### src/rtl/opcode_map_pkg.sv
// Shared opcode names and the default microprogram entry points.
// default_maddr() returns {valid, maddr} and is used to reload the table after reset.
package opcode_map_pkg;

    typedef enum logic {
        ST_INIT = 1'b0,
        ST_RUN  = 1'b1
    } state_t;

    localparam int N_OPC       = 29;
    localparam int DEF_MADDR_W = 8;

    localparam int SETN  = 0;
    localparam int SETM  = 1;
    localparam int SETK  = 2;
    localparam int LDA   = 3;
    localparam int LDB   = 4;
    localparam int LDC   = 5;
    localparam int STC   = 6;
    localparam int CLRC  = 7;
    localparam int MACC  = 8;
    localparam int MACR  = 9;
    localparam int ADDM  = 10;
    localparam int SUBM  = 11;
    localparam int MULM  = 12;
    localparam int TRSP  = 13;
    localparam int SHLM  = 14;
    localparam int SHRM  = 15;
    localparam int RELU  = 16;
    localparam int BRZ   = 17;
    localparam int BRNZ  = 18;
    localparam int JMP   = 19;
    localparam int CALL  = 20;
    localparam int RET   = 21;
    localparam int NOP   = 22;
    localparam int HALT  = 23;
    localparam int SYNC  = 24;
    localparam int WAITI = 25;
    localparam int LDTR0 = 26;
    localparam int LDTR1 = 27;
    localparam int LDTR2 = 28;

    function automatic logic [DEF_MADDR_W:0] default_maddr(input int unsigned opc);
        logic [DEF_MADDR_W-1:0] m;
        m = '0;
        case (opc)
            SETN:  m = 8'd3;
            SETM:  m = 8'd7;
            SETK:  m = 8'd11;
            LDA:   m = 8'd15;
            LDB:   m = 8'd20;
            LDC:   m = 8'd28;
            STC:   m = 8'd37;
            CLRC:  m = 8'd41;
            MACC:  m = 8'd45;
            MACR:  m = 8'd48;
            ADDM:  m = 8'd51;
            SUBM:  m = 8'd54;
            MULM:  m = 8'd56;
            TRSP:  m = 8'd58;
            SHLM:  m = 8'd59;
            SHRM:  m = 8'd60;
            RELU:  m = 8'd61;
            BRZ:   m = 8'd72;
            BRNZ:  m = 8'd73;
            JMP:   m = 8'd74;
            CALL:  m = 8'd63;
            RET:   m = 8'd66;
            NOP:   m = 8'd67;
            HALT:  m = 8'd69;
            SYNC:  m = 8'd70;
            WAITI: m = 8'd71;
            LDTR0: m = 8'd62;
            LDTR1: m = 8'd57;
            LDTR2: m = 8'd55;
            default: m = '0;
        endcase
        return {(opc < N_OPC), m};
    endfunction

endpackage

### src/rtl/opcode_map_ram.sv
// Register-array table: one synchronous write port, one combinational read port.
// Latency: write lands at the clock edge; read is same-cycle (old data during a colliding write).
// Backpressure: none, always accepts a write.
module opcode_map_ram #(
    parameter int DEPTH = 32,
    parameter int AW    = 5,
    parameter int W     = 9
) (
    input  logic          clk,
    input  logic          i_we,
    input  logic [AW-1:0] i_waddr,
    input  logic [W-1:0]  i_wdat,
    input  logic [AW-1:0] i_raddr,
    output logic [W-1:0]  o_rdat
);

    logic [W-1:0] r_mem [DEPTH];

    always_ff @(posedge clk) begin
        if (i_we) begin
            r_mem[i_waddr] <= i_wdat;
        end
    end

    assign o_rdat = r_mem[i_raddr];

endmodule

### src/rtl/opcode_map_table.sv
// Programmable opcode -> microcode address map with a default reload after reset.
// Latency: 1 cycle from accept to map_valid; one lookup per cycle at full throughput.
// Backpressure: ir_ready drops while a result is held with map_ready low.
module opcode_map_table
    import opcode_map_pkg::*;
#(
    parameter int                 IR_W         = 16,
    parameter int                 OPC_W        = 5,
    parameter int                 MADDR_W      = 8,
    parameter logic [MADDR_W-1:0] ILLEGAL_ADDR = '0,
    parameter int                 CNT_W        = 8
) (
    input  logic               clk,
    input  logic               rst,
    input  logic [IR_W-1:0]    ir_in,
    input  logic               ir_valid,
    output logic               ir_ready,
    output logic [MADDR_W-1:0] map_addr,
    output logic               map_illegal,
    output logic               map_valid,
    input  logic               map_ready,
    input  logic               cfg_we,
    input  logic [OPC_W-1:0]   cfg_opc,
    input  logic [MADDR_W-1:0] cfg_maddr,
    input  logic               cfg_en,
    output logic               cfg_ack,
    output logic               init_done,
    output logic [CNT_W-1:0]   illegal_cnt
);

    localparam int DEPTH = 2**OPC_W;
    localparam int W     = 1 + MADDR_W;

    state_t               r_state, w_state_nxt;
    logic [OPC_W-1:0]     r_idx;
    logic                 r_map_valid, r_map_illegal, r_cfg_ack;
    logic [MADDR_W-1:0]   r_map_addr;
    logic [CNT_W-1:0]     r_illegal_cnt;
    logic                 w_run, w_ir_ready, w_accept, w_illegal;
    logic                 w_we;
    logic [OPC_W-1:0]     w_waddr;
    logic [W-1:0]         w_wdat, w_rdat;
    logic [DEF_MADDR_W:0] w_def;

    always_ff @(posedge clk) begin
        if (rst) begin
            r_state <= ST_INIT;
            r_idx   <= '0;
        end else begin
            r_state <= w_state_nxt;
            if (r_state == ST_INIT) begin
                r_idx <= r_idx + 1'b1;
            end
        end
    end

    always_comb begin
        w_state_nxt = r_state;
        if (r_state == ST_INIT && (&r_idx)) begin
            w_state_nxt = ST_RUN;
        end
    end

    // rst gates the handshake so a lookup or write in a reset cycle is never taken
    always_comb begin
        w_run      = (r_state == ST_RUN) && !rst;
        w_ir_ready = w_run && (!r_map_valid || map_ready);
    end

    assign w_def    = default_maddr(32'(r_idx));
    assign w_accept = ir_valid && w_ir_ready;

    always_comb begin
        w_we    = 1'b0;
        w_waddr = '0;
        w_wdat  = '0;
        if (r_state == ST_INIT && !rst) begin
            w_we    = 1'b1;
            w_waddr = r_idx;
            w_wdat  = {w_def[DEF_MADDR_W], MADDR_W'(w_def[DEF_MADDR_W-1:0])};
        end else if (w_run && cfg_we) begin
            w_we    = 1'b1;
            w_waddr = cfg_opc;
            w_wdat  = {cfg_en, cfg_maddr};
        end
    end

    opcode_map_ram #(
        .DEPTH (DEPTH),
        .AW    (OPC_W),
        .W     (W)
    ) u_ram (
        .clk     (clk),
        .i_we    (w_we),
        .i_waddr (w_waddr),
        .i_wdat  (w_wdat),
        .i_raddr (ir_in[OPC_W-1:0]),
        .o_rdat  (w_rdat)
    );

    assign w_illegal = (|ir_in[IR_W-1:OPC_W]) || !w_rdat[MADDR_W];

    always_ff @(posedge clk) begin
        if (rst) begin
            r_map_valid   <= 1'b0;
            r_map_addr    <= '0;
            r_map_illegal <= 1'b0;
            r_cfg_ack     <= 1'b0;
            r_illegal_cnt <= '0;
        end else begin
            r_cfg_ack <= w_run && cfg_we;
            if (w_accept) begin
                r_map_valid   <= 1'b1;
                r_map_addr    <= w_illegal ? ILLEGAL_ADDR : w_rdat[MADDR_W-1:0];
                r_map_illegal <= w_illegal;
            end else if (map_ready) begin
                r_map_valid <= 1'b0;
            end
            if (r_map_valid && map_ready && r_map_illegal && !(&r_illegal_cnt)) begin
                r_illegal_cnt <= r_illegal_cnt + 1'b1;
            end
        end
    end

    assign ir_ready    = w_ir_ready;
    assign map_valid   = r_map_valid;
    assign map_addr    = r_map_addr;
    assign map_illegal = r_map_illegal;
    assign cfg_ack     = r_cfg_ack;
    assign init_done   = (r_state == ST_RUN);
    assign illegal_cnt = r_illegal_cnt;

endmodule
### config.mk
export PLATFORM = sky130hd
export DESIGN_NAME = opcode_map_table
export DESIGN_NICKNAME = d
export VERILOG_FILES = /design/src/rtl/opcode_map_pkg.sv /design/src/rtl/opcode_map_ram.sv /design/src/rtl/opcode_map_table.sv
export SDC_FILE = /design/constraint.sdc
export NUM_CORES = 1
export LEC_CHECK = 0
export ABC_AREA = 1
export ABC_CLOCK_PERIOD_IN_PS = 3400
export CAP_MARGIN = 10
export CORE_AREA = 2 2 200 202
export DETAILED_ROUTE_END_ITERATION = 10
export DIE_AREA = 0 0 202 204
export GPL_TIMING_DRIVEN = 0
export PLACE_DENSITY_LB_ADDON = 0.15
export SLEW_MARGIN = 0
export SYNTH_ARGS = -nofsm -noshare
export SYNTH_HDL_FRONTEND = slang
export SYNTH_SLANG_ARGS = --single-unit
### constraint.sdc
create_clock -name clk -period 3.4 [get_ports clk]
set_clock_uncertainty 0.15 [all_clocks]
set_input_delay 0.68 -clock clk [delete_from_list [all_inputs] [get_ports clk]]
set_output_delay 0.68 -clock clk [all_outputs]
set_load 0.005 [all_outputs]
==> flow_metrics.py, run 1 <==
metrics = {
    "synthesis": {
        "synth_area_leaders": "edfxtp_1 (64%), nand3_1 (10%), nand2_1 (9.6%), dfxtp_1 (4.7%), nor2_1 (1.6%)",
        "netlist_instances": 1195,
        "synth_top_cell_by_area": "edfxtp_1",
        "post-synth-top-count-cell": "nand2_1",
        "syn_nets": 1238,
        "ys_seq_elements": 320,
        "syn-cell-area_um2": 13510,
        "ys_seq_area_share_pct": 68.75,
        "synth_top_area_share_pct": 64.01,
        "synth_edf_count": 288,
        "syn_area_per_cell_um2": 11.31,
        "synthDistinctLibCells": 45,
        "synth_flop_cell": "edfxtp_1",
        "synth_common_cells": "nand2_1 (345), edfxtp_1 (288), nand3_1 (280), nor2_1 (57), inv_1 (34)",
        "synthArstFlopShare_pct": 0,
        "synth_warnings": 0,
    },
    "setup_path": {
        "critPathArrivalTime_ns": 3.28,
        "max_stage_delay_ns": 0.95,
        "critPathSlowestCell": "nor2_1",
        "critical_path.endpoint_type": "register",
        "cp_num_buf_inv": 3,
        "cp.required_ns": 3.37,
        "cp_top_family": "simple AND/OR/NAND/NOR gates",
        "crit_chain": "clkdlybuf4s50_1 -> inv_2 -> nand2_4 -> inv_2 -> nand2_4 -> o22ai_1 -> nand2_1 -> nor2_1",
        "cp_max_fo": 9,
        "path_class": "input pin to register",
        "crit_path_start_kind": "input pin",
    },
    "pwr": {
        "power_density_nw_per_um2": 548.8,
        "peakVddDrop_v": 0.0002638,
        "finalPower_w": 0.008740,
        "p_leak_nw": 5.789,
    },
    "detailed_routing": {
        "drc_errors": 0,
        "vias": 9302,
        "drtIter0Drc": 703,
        "vias_per_cell": 5.069,
        "drtAntennaViolNets": 0,
        "first_pass_iters": 5,
        "wl_per_cell_um": 21.70,
        "finalWirelength_um": 39820,
    },
    "sta": {
        "hold_slack_ns": 0.3552,
        "setup-violations-final": 0,
        "fin_crit_ns": 3.314,
        "rsz0062_at_grt": "true",
        "worst_pin_slew_ns": 1.118,
        "fmax_mhz": 301.8,
        "drv_slew": 0,
        "slew_headroom_pct": 25.17,
        "timing.final.hold_violations": 0,
        "min_period_over_period_pct": 97.46,
    },
    "run_status": {
        "status": "completed",
    },
    "layout": {
        "fin_nets": 1332,
        "final_util_pct": 40.65,
        "syn_to_final_growth_pct": 17.87,
        "regArea_um2": 9289,
        "drive_gt1_share_pct": 10.00,
        "n_fill_cell": 3775,
        "diodes": 0,
        "multi_input_area_um2": 3621,
    },
    "clock_tree": {
        "root_buffer": "clkbuf_16",
        "h-tree-depth": 2,
        "clk-insertion-delay-late_ns": 0.51,
        "cts_made_buffers": 37,
        "cts_tree": "yes",
        "postCtsSetupRepairBufs": 0,
        "cts.sinks": 320,
        "clkSlewWorstSetupHoldPaths_ns": 0.06,
        "cts_max_path_buffers": 3,
    },
    "die": {
        "die_width_um": 202,
        "io_pins": 56,
        "die_area_um2": 41210,
        "num_rows": 73,
        "die_h_um": 204,
        "coreArea_um2": 39180,
        "start_util_pct": 34.48,
    },
    "place": {
        "dpl.hpwl_um": 27070,
        "gp_congestion": 0.9444,
        "port_buffers": 50,
    },
    "global_routing": {
        "grt_pass1_wl_um": 58810,
        "gr-usage-all-layers_pct": 19.52,
        "antenna_found_initial": 0,
        "grt_pass1_vias": 9030,
        "grt_max_degree": 33,
        "grt_overflow": 0,
    },
    "hold_path": {
        "hp-class": "register to register",
    },
    "flow_run": {
        "cap_violations": 0,
    },
}
## worst paths after layout
path	startpoint	end	slack [ns]	depth (start not counted)
worst max register to register	init_done	u_ram.r_mem[29][2]	0.52	6
worst min-delay path	map_addr[4]	map_addr[4]	0.36	2
worst max-delay path	rst	u_ram.r_mem[29][2]	0.09	8
worst min register to register	map_addr[4]	map_addr[4]	0.36	2
## cell usage in the layout (no fill, tap or decap), types with 8 or more instances in the layout
| cell | instances |
|---|---|
| nor2_1 | 51 |
| nand3_1 | 280 |
| buf_6 | 18 |
| o21ai_0 | 11 |
| edfxtp_1 | 288 |
| a21oi_1 | 14 |
| inv_1 | 34 |
| clkdlybuf4s50_1 | 50 |
| clkbuf_1 | 15 |
| nand2_1 | 345 |
| clkbuf_16 | 37 |
| mux2i_1 | 8 |
| buf_4 | 22 |
| dfxtp_1 | 32 |
| clkinv_1 | 9 |
| ha_1 | 8 |
| buf_2 | 11 |
## flip-flops by register name (all words and copies together) (netlist names)
signal	flops
u_ram.r_mem	288
w_def	7
map_illegal	1
init_done	1
map_addr	8
map_valid	1
illegal_cnt	8
r_idx	5
cfg_ack	1
## repair_timing
action                                 CTS  global route
hold buffers                             0             0
resized for setup                        0             5
endpoints found under the hold margin    0             0
setup endpoints to repair                0            62
## kinds of logic (layout without fill, tap and decap cells)
| kind of cell | after synthesis | after routing | share of synthesized area [%] |
|---|---|---|---|
| buf+inv | 104 | 219 | 4.704 |
| mux | 8 | 8 | 0.5927 |
| flops | 320 | 320 | 68.75 |
| xor+xnor | 1 | 1 | 0.06483 |
| simple gates | 699 | 699 | 22.47 |
| fa+ha+maj | 8 | 8 | 0.7408 |
| compound gates | 55 | 55 | 2.676 |
## stage by stage
step                      instances  cell area (µm²)  setup slack, ns  setup TNS, ns
after detailed placement       1774            14780          -0.4288         -83.93
after CTS                      1834            15900          0.08197              0
after global routing           1835            15930         -0.02785        -0.5435
final                          1835            15930          0.08620              0
after global placement         1770            14670           -1.475        -229.62
after floorplan                1195            13510           0.6073              0
## tightest hold or removal path: stages (launching register included)
cell and delay, ns:
dfxtp_1 0.32, mux2i_1 0.06, nor2_1 0.08
## cell type report
type,count,area share [%]
buffer,60,2.891
sequential,320,58.32
timing repair buffer,55,3.771
clock buffer,48,6.073
multi-input combinational,771,22.74
tap,525,4.124
inverter,44,1.100
clock inverter,12,0.9820
## where the power goes
group	internal, W	total (W)	switching, W
registers	0.00431	0.00432	0.00000841
logic	0.000185	0.000612	0.000427
clock network	0.00229	0.00381	0.00152
total	0.00678	0.00874	0.00196
## routing by layer
metal,GRT usage [%],up-vias,part of all wire [%]
met3,2.615,82,5.0
met2,31.35,289,46
met4,7.458,0,3.9
li1,-,4400,-
met5,0,-,0
met1,26.99,4531,45
Note: power is estimated with default switching activity, not from simulation.
==> run 2, diff against run 1 <==
Settings changed: REMOVE_ABC_BUFFERS set to 1.
==> flow_metrics.py, run 2 (same netlist as run 1, synthesis figures left out) <==
metrics = {
    "die": {
        "coreArea_um2": 39180,
        "die_width_um": 202,
        "num_rows": 73,
        "die_area_um2": 41210,
        "die_h_um": 204,
        "start_util_pct": 34.48,
        "io_pins": 56,
    },
    "layout": {
        "multi_input_area_um2": 3659,
        "final_cell_mix": "nand2_1 (345), edfxtp_1 (288), nand3_1 (280)",
        "diodes": 0,
        "drive_gt1_share_pct": 7.765,
        "fin_nets": 1281,
        "largest_reg_flops": 288,
        "fin_cells": 1787,
        "final_util_pct": 39.88,
        "top_register": "u_ram.r_mem",
        "n_fill_cell": 3767,
        "final_cell_area_um2": 15630,
        "regArea_um2": 9289,
        "syn_to_final_growth_pct": 15.66,
        "layout_commonest_cell": "nand2_1",
    },
    "pwr": {
        "combPwrFrac_pct": 6.5,
        "internal-power_w": 0.006545,
        "p_leak_nw": 5.590,
        "peakVddDrop_v": 0.0002494,
        "swShare_pct": 22.50,
        "power_density_nw_per_um2": 540.4,
        "p_sw_w": 0.001900,
        "clock_power_share_pct": 42.4,
        "p_seq_share_pct": 51.1,
        "finalPower_w": 0.008445,
    },
    "detailed_routing": {
        "drtIter0Drc": 599,
        "wl_per_cell_um": 19.35,
        "vias_per_cell": 4.955,
        "drtAntennaViolNets": 0,
        "finalWirelength_um": 34580,
        "first_pass_iters": 6,
        "vias": 8854,
        "drc_errors": 0,
    },
    "sta": {
        "drv_slew": 0,
        "timing.final.hold_violations": 0,
        "rsz0062_at_grt": "true",
        "final_critical_path_setup_slack_ns": -0.1481,
        "fmax_mhz": 281.8,
        "setup-violations-final": 81,
        "hold_slack_ns": 0.3537,
        "min_period_over_period_pct": 104.4,
        "worst_pin_slew_ns": 1.278,
        "slew_headroom_pct": 14.82,
        "fin_crit_ns": 3.548,
    },
    "setup_path": {
        "cp_num_buf_inv": 3,
        "crit_chain": "clkdlybuf4s50_1 -> inv_2 -> nand2_4 -> inv_2 -> nand2_4 -> o22ai_1 -> nand2_1 -> nor2_1",
        "r2r-end": "u_ram.r_mem[3][8]",
        "crit_path_start_kind": "input pin",
        "path_class": "input pin to register",
        "critPathArrivalTime_ns": 3.53,
        "r2r_start": "init_done",
        "critical_path.endpoint_type": "register",
        "max_stage_delay_ns": 0.88,
        "ff2ff_setup_slack_ns": 0.41,
        "reg2reg_depth": 6,
        "cp_max_fo": 12,
        "cp.required_ns": 3.38,
        "critPathSlowestCell": "nor2_1",
        "cp_top_family": "simple AND/OR/NAND/NOR gates",
    },
    "clock_tree": {
        "cts.sinks": 320,
        "clkSlewWorstSetupHoldPaths_ns": 0.06,
        "cts_made_buffers": 36,
        "root_buffer": "clkbuf_16",
        "holdBufCountCts": 0,
        "postCtsSetupRepairBufs": 0,
        "h-tree-depth": 2,
        "clk-insertion-delay-late_ns": 0.51,
        "cts_tree": "yes",
        "cts_max_path_buffers": 3,
    },
    "place": {
        "dp_cells": 1722,
        "place_area_um2": 14450,
        "gp_congestion": 0.7729,
        "port_buffers": 55,
        "dpl.hpwl_um": 19730,
    },
    "hold_path": {
        "hold_path_depth": 2,
        "holdCritStartpoint": "illegal_cnt[3]",
        "hp-class": "register to register",
        "min_to": "illegal_cnt[3]",
    },
    "run_status": {
        "status": "finished with violations",
        "violations": "negative setup slack",
    },
    "global_routing": {
        "grt_max_degree": 145,
        "grt_overflow": 0,
        "grt_pass1_vias": 8574,
        "grt_pass1_wl_um": 52210,
        "gr-usage-all-layers_pct": 16.83,
        "antenna_found_initial": 0,
    },
    "flow_run": {
        "cap_violations": 0,
    },
}
[run 2: cell types whose count changed in the layout (fill, tap and decap cells not counted), sizes merged]
cell and delta:
buf -48, bufinv -3, clkdlybuf4s50 +1, clkbuf -7, clkinvlp -1, clkinv +9, dlymetal6s2s +1
[run 2: how the worst max path moves through the flow]
stage | startpoint | cells after the start | end
2_1_floorplan | rst | 3 | u_ram.r_mem[0][8]
3_3_place_gp | ir_in[0] | 12 | map_addr[6]
3_5_place_dp | ir_in[3] | 8 | map_addr[5]
4_1_cts | rst | 8 | u_ram.r_mem[15][0]
5_1_grt | rst | 8 | u_ram.r_mem[19][3]
6_report | rst | 8 | u_ram.r_mem[3][8]
[run 2: power by group through the flow]
stage	registers, W	clock network, W	logic [W]
after floorplan	0.00440	0	0.000269
after global placement	0.00440	0	0.000557
after detailed placement	0.00440	0	0.000546
after CTS	0.00432	0.00364	0.000549
after global routing	0.00432	0.00379	0.000606
final	0.00432	0.00358	0.000548
[run 2: worst reg2reg max path, cell delays in order, from the launching register on]
cell and delay (ns):
dfxtp_1 0.46, nand2_4 0.12, inv_2 0.09, nand2_4 0.09, o22ai_1 0.37, nand2_1 0.46
nor2_1 0.88
[run 2: layout make-up]
cell class                      count  area share [%]
Clock inverter                     17          0.5925
Multi-Input combinational cell    771           23.41
Clock buffer                       45           6.181
Inverter                           44           1.137
Sequential cell                   320           59.44
Timing Repair Buffer               65           5.036
Tap cell                          525           4.203
[run 2: metrics by stage]
stage	TNS (ns)	setup WS, ns
after floorplan	0	0.5208
after global placement	-368.08	-5.852
after detailed placement	-191.94	-0.7626
after CTS	-7.239	-0.09309
after global routing	-21.42	-0.2485
final	-7.858	-0.1481
[run 2: timing repair]
action | 4_1_cts | 5_1_grt
gates resized for setup | 11 | 12
hold endpoints to repair | 0 | 0
gates cloned | 0 | 0
endpoints found under the setup margin | 161 | 199
[run 2: routing by layer]
metal / track usage (%) / part of all wire, % / wire (µm)
met5: 0 / 0 / 0
met4: 3.808 / 1.7 / 599
met3: 2.503 / 5.1 / 1748
met2: 27.53 / 47 / 16290
met1: 23.72 / 46 / 15940
==> run 3, diff against run 2 <==
Settings changed: GPL_ROUTABILITY_DRIVEN set to 0.
==> results of run 3 <==
Final layout, timing and power as in run 2 (identical DEF).
